### config.mk
export PLATFORM = sky130hd
export DESIGN_NAME = spi_mem_ctrl
export DESIGN_NICKNAME = d
export VERILOG_FILES = /design/src/rtl/spi_mem_ctrl.sv
export SDC_FILE = /design/constraint.sdc
export NUM_CORES = 1
export LEC_CHECK = 0
export CORE_ASPECT_RATIO = 0.75
export CORE_UTILIZATION = 49
export CTS_BUF_LIST = sky130_fd_sc_hd__clkbuf_8 sky130_fd_sc_hd__clkbuf_16
export DETAILED_ROUTE_END_ITERATION = 7
export GPL_ROUTABILITY_DRIVEN = 1
export PLACE_DENSITY_LB_ADDON = 0.12
export SETUP_SLACK_MARGIN = 0.05
export SYNTH_ARGS = -nofsm -noshare
export SYNTH_HDL_FRONTEND = slang
export SYNTH_SLANG_ARGS = --single-unit
### constraint.sdc
create_clock -name clk -period 2.1 [get_ports clk]
set_input_delay 0.42 -clock clk [delete_from_list [all_inputs] [get_ports clk]]
set_output_delay 0.42 -clock clk [all_outputs]
set_load 0.03 [all_outputs]
### src/rtl/spi_mem_ctrl.sv
// spi_mem_ctrl: decodes SPI command frames and round-robin shares one memory port with a host port
module spi_mem_ctrl #(
    parameter int ADDR_WIDTH  = 8,
    parameter int MEM_LATENCY = 1
) (
    input  logic                  clk,
    input  logic                  rst_n,
    input  logic [9:0]            rx_data,
    input  logic                  rx_valid,
    output logic [7:0]            tx_data,
    output logic                  tx_valid,
    input  logic                  host_req,
    input  logic                  host_we,
    input  logic [ADDR_WIDTH-1:0] host_addr,
    input  logic [7:0]            host_wdata,
    output logic                  host_gnt,
    output logic [7:0]            host_rdata,
    output logic                  host_rvalid,
    output logic                  mem_en,
    output logic                  mem_we,
    output logic [ADDR_WIDTH-1:0] mem_addr,
    output logic [7:0]            mem_wdata,
    input  logic [7:0]            mem_rdata,
    output logic                  busy,
    output logic                  err_ovr
);
    typedef enum logic [1:0] {ARB_IDLE, ACCESS, RD_WAIT} arb_state_t;

    arb_state_t state, state_nx;
    logic       rx_prev, rx_rise;
    logic [1:0] cmd;
    logic [7:0] payload;
    logic [7:0] wr_addr, rd_addr;
    logic       spi_pend, spi_we;
    logic [7:0] spi_addr, spi_wdata;
    logic       spi_clr, spi_req, spi_accept;
    logic       last_host, gnt_host;
    logic       grant_spi, grant_host;
    logic [2:0] lat_cnt;
    logic       rd_done;

    assign cmd        = rx_data[9:8];
    assign payload    = rx_data[7:0];
    assign rx_rise    = rx_valid & ~rx_prev;
    assign spi_clr    = (state == ACCESS) & ~gnt_host;
    assign spi_req    = rx_rise & cmd[0];
    assign spi_accept = spi_req & (~spi_pend | spi_clr);
    assign grant_spi  = (state == ARB_IDLE) & spi_pend & (~host_req | last_host);
    assign grant_host = (state == ARB_IDLE) & host_req & ~grant_spi;
    assign rd_done    = (state == RD_WAIT) & (lat_cnt == 3'(MEM_LATENCY));

    // Arbiter state register
    always_ff @(posedge clk or negedge rst_n) begin
        if (!rst_n) state <= ARB_IDLE;
        else        state <= state_nx;
    end

    // Arbiter next state and access strobes
    always_comb begin
        state_nx = state;
        mem_en   = 1'b0;
        host_gnt = 1'b0;
        busy     = state != ARB_IDLE;
        case (state)
            ARB_IDLE: state_nx = (grant_spi | grant_host) ? ACCESS : ARB_IDLE;
            ACCESS: begin
                mem_en   = 1'b1;
                host_gnt = gnt_host;
                state_nx = mem_we ? ARB_IDLE : RD_WAIT;
            end
            RD_WAIT: state_nx = rd_done ? ARB_IDLE : RD_WAIT;
            default: state_nx = ARB_IDLE;
        endcase
    end

    // Frame decode: address loads, single pending SPI request, sticky overrun flag
    always_ff @(posedge clk or negedge rst_n) begin
        if (!rst_n) begin
            rx_prev   <= 1'b0;
            wr_addr   <= '0;
            rd_addr   <= '0;
            spi_pend  <= 1'b0;
            spi_we    <= 1'b0;
            spi_addr  <= '0;
            spi_wdata <= '0;
            err_ovr   <= 1'b0;
        end else begin
            rx_prev <= rx_valid;
            if (rx_rise && cmd == 2'b00) wr_addr <= payload;
            if (rx_rise && cmd == 2'b10) rd_addr <= payload;
            if (spi_accept) begin
                spi_pend <= 1'b1;
                spi_we   <= ~cmd[1];
                spi_addr <= cmd[1] ? rd_addr : wr_addr;
                if (!cmd[1]) spi_wdata <= payload;
            end else if (spi_clr) begin
                spi_pend <= 1'b0;
            end
            if (spi_req && !spi_accept) err_ovr <= 1'b1;
        end
    end

    // Grant bookkeeping and memory command registers, held between accesses
    always_ff @(posedge clk or negedge rst_n) begin
        if (!rst_n) begin
            last_host <= 1'b1;
            gnt_host  <= 1'b0;
            mem_we    <= 1'b0;
            mem_addr  <= '0;
            mem_wdata <= '0;
            lat_cnt   <= 3'd1;
        end else begin
            if (grant_spi || grant_host) begin
                last_host <= grant_host;
                gnt_host  <= grant_host;
                mem_we    <= grant_spi ? spi_we : host_we;
                mem_addr  <= grant_spi ? ADDR_WIDTH'(spi_addr) : host_addr;
                mem_wdata <= grant_spi ? spi_wdata : host_wdata;
            end
            lat_cnt <= (state == RD_WAIT) ? lat_cnt + 3'd1 : 3'd1;
        end
    end

    // Read returns: SPI data held until the next frame, host data as a pulse
    always_ff @(posedge clk or negedge rst_n) begin
        if (!rst_n) begin
            tx_data     <= '0;
            tx_valid    <= 1'b0;
            host_rdata  <= '0;
            host_rvalid <= 1'b0;
        end else begin
            host_rvalid <= rd_done & gnt_host;
            if (rd_done && gnt_host) host_rdata <= mem_rdata;
            if (rd_done && !gnt_host) begin
                tx_data  <= mem_rdata;
                tx_valid <= 1'b1;
            end else if (rx_rise) begin
                tx_valid <= 1'b0;
            end
        end
    end
endmodule

==> metrics.yaml <==
status:
  status: "complete, no violations"
worst_setup_path:
  crit_type: "register to output pin"
  path_cells: "nor2b_1, and2_1, dlygate4sd2_1"
  critPathMaxFanout: 5
  worstPathArrival_ns: 1.50
  crit_slowest_cell: "dfrtp_1"
  crit_path_max_incr_delay_ns: 0.43
  cp-end-kind: "output pin"
  cp.required_ns: 1.68
  worstSetupStartpointType: "register"
timing:
  slew_viol_final: 0
  whs_ns: 0.0289
  max_freq_ghz: 0.522
  fin_crit_sh: 0.912
  hold_violations: 0
  finalSetupViolations: 0
  slew_headroom: 0.528
  period_needed_ns: 1.92
  rsz0062_at_grt: "false"
  worstMarginPinSlew_ns: 0.708
  finalClockSkew_ns: 0.00764
  setup_slack_ns: 0.184
cts:
  cts_max_path_buffers: 2
  ctsResizeCount: 4
  clk_latency_ns: 0.34
  cts_tree: "done"
  cts_setup_buffers: 0
  path_clk_slew_ns: 0.08
  hold_buffers: 0
  clock-sinks: 78
  root_buffer: "clkbuf_8"
  cts_buffers: 9
  htreeDepth: 3
power:
  ir_drop_mv: 0.796
  p_leak_nw: 1.89
  total_power_mw: 6.56
  cellPowerDensity_mw_per_mm2: 1500
finish:
  fin_cells: 398
  drive_gt1_frac: 0.306
  utilization: 0.694
  n_fill_cell: 452
  area_growth_pct: 36.9
  fin_nets: 353
  n_antenna_cell: 0
placement:
  placedCellCount: 382
  port_buffers: 77
  pre_cts_ws_ns: -0.0147
  place_congestion: 0.720
  place_hpwl_microns: 4980
synthesis:
  yosys_warnings: 0
  synth-edff-count: 0
  syn_area_sq_mm: 0.00320
  synth_cells: 219
  synth.distinct_cells: 29
  syn_nets: 260
  synth-main-ff-cell: "dfrtp_1"
  ys_seq_area_frac: 0.610
  async_reset_ff_frac: 1.00
  syn_area_per_cell_sq_um: 14.6
  synth-seq-cells: 78
detailed_routing:
  vias: 2120
  dr.pass1.iters: 4
  drt-total-wl_microns: 6860
  drc: 0
  wire_per_inst_microns: 17.2
  wl_met2_microns: 3060
  drt-met1-wl_microns: 3340
  drtAntennaViolNets: 0
  wl_met3_microns: 369
  vias_per_cell: 5.33
  drtIter0Drc: 93
  highest_layer: "met4"
global_routing:
  grt_usage: 0.227
  grt_pass1_vias: 2211
  grt-ovfl-total: 0
  grt_pass1_wl_microns: 11400
  antenna_found_initial: 0
  grt_max_degree: 42
floorplanning:
  pin_count: 78
  coreArea_sq_mm: 0.00632
  die_y_microns: 72.0
  die_x_microns: 95.3
  rows: 25
  die_area_sq_mm: 0.00686
  start_util: 0.507
run:
  maxCapViolations: 0
hold_path:
  hp-class: "input port to async pin"
==> power breakdown <==
part	leakage, nW	internal [mW]	total [mW]	switching, mW
clock	0.115	0.675	1.19	0.511
combinational	0.826	1.39	2.87	1.48
sequential	0.948	2.13	2.50	0.369
total	1.89	4.20	6.56	2.36
==> logic make-up after synthesis <==
logic type / after synthesis / synth area share
XOR/XNOR: 1 / 0.00274
buffers and inverters: 14 / 0.0172
adder cells (fa/ha/maj): 2 / 0.00781
multiplexers: 56 / 0.197
AO/OA/AOI/OAI: 42 / 0.114
AND/OR/NAND/NOR: 26 / 0.0508
flip-flops: 78 / 0.610
==> Yosys cell counts, types with 2 or more instances <==
master | number | share of area
ha_1 | 2 | 0.0078
mux2_2 | 56 | 0.20
dfrtp_1 | 76 | 0.59
o21bai_1 | 2 | 0.0047
nor3b_2 | 2 | 0.0078
nor2_1 | 5 | 0.0059
and2_1 | 2 | 0.0039
dfstp_2 | 2 | 0.016
buf_2 | 2 | 0.0031
and3_1 | 2 | 0.0039
a21boi_0 | 16 | 0.038
a21oi_1 | 3 | 0.0047
nand2b_1 | 3 | 0.0059
a221o_1 | 17 | 0.053
inv_1 | 5 | 0.0059
clkbuf_1 | 7 | 0.0082
nor2b_1 | 2 | 0.0039
nand2_1 | 4 | 0.0047
==> state kept, by name, summed over array words and instances (netlist names) <==
name,count
spi_we,1
spi_addr,8
wr_addr,8
gnt_host,1
host_rdata,8
mem_addr,8
last_host,1
spi_pend,1
state,2
spi_wdata,8
rx_prev,1
mem_we,1
lat_cnt,3
mem_wdata,8
host_rvalid,1
rd_addr,8
tx_valid,1
tx_data,8
err_ovr,1
==> critical path, delay by kind of cell (launching register included) <==
family / cells / cell delay, ns
buf+inv: 1 / 0.39
flops: 1 / 0.43
simple gates: 2 / 0.34
==> stage by stage <==
stage,cell area [sq um],setup TNS [ns]
after global routing,4380,0
after global placement,4170,0
final,4380,0
after detailed placement,4170,-0.0444
after floorplan,3200,0
after CTS,4380,0
==> cell usage in the layout (no fill, tap or decap), types with 3 or more instances in the layout <==
master	count
nand2_1	4
a21oi_1	3
nand2b_1	3
a21boi_0	16
a221o_1	17
dfrtp_1	76
nor2_1	4
mux2_2	56
dlygate4sd2_1	3
clkbuf_8	13
clkdlybuf4s50_1	73
inv_1	5
buf_4	13
==> area by class of cell <==
cell class              instances  area [sq um]  share of cell area
clock buffers                  13           179              0.0408
clock inverters                 3          40.0             0.00914
inverters                       5          18.8             0.00428
multi-input cells             127          1190               0.273
flip-flops and latches         78          1950               0.446
well taps                      81           101              0.0231
repair buffers                 91           895               0.204
==> metal layers <==
| layer | GRT usage | up-vias |
|---|---|---|
| li1 | - | 987 |
| met1 | 0.324 | 1065 |
| met2 | 0.331 | 60 |
| met3 | 0.0671 | 8 |
| met4 | 0.0774 | 0 |
| met5 | 0 | - |
==> path summary, 6_finish.rpt <==
check	depth (start not counted)	startpoint	end	slack [ns]
max	3	state[1]$_DFF_PN0_	host_gnt	0.18
min	1	rst_n	lat_cnt[1]$_DFF_PN0_	0.03
max reg2reg	4	state[1]$_DFF_PN0_	mem_wdata[7]$_DFFE_PN0P_	0.19
min reg2reg	1	lat_cnt[0]$_DFF_PN1_	lat_cnt[0]$_DFF_PN1_	0.47
max in group asynchronous	2	rst_n	rd_addr[4]$_DFFE_PN0P_	1.50
min in group clk	1	lat_cnt[0]$_DFF_PN1_	lat_cnt[0]$_DFF_PN1_	0.47
Power figures use the tool's default switching activity.
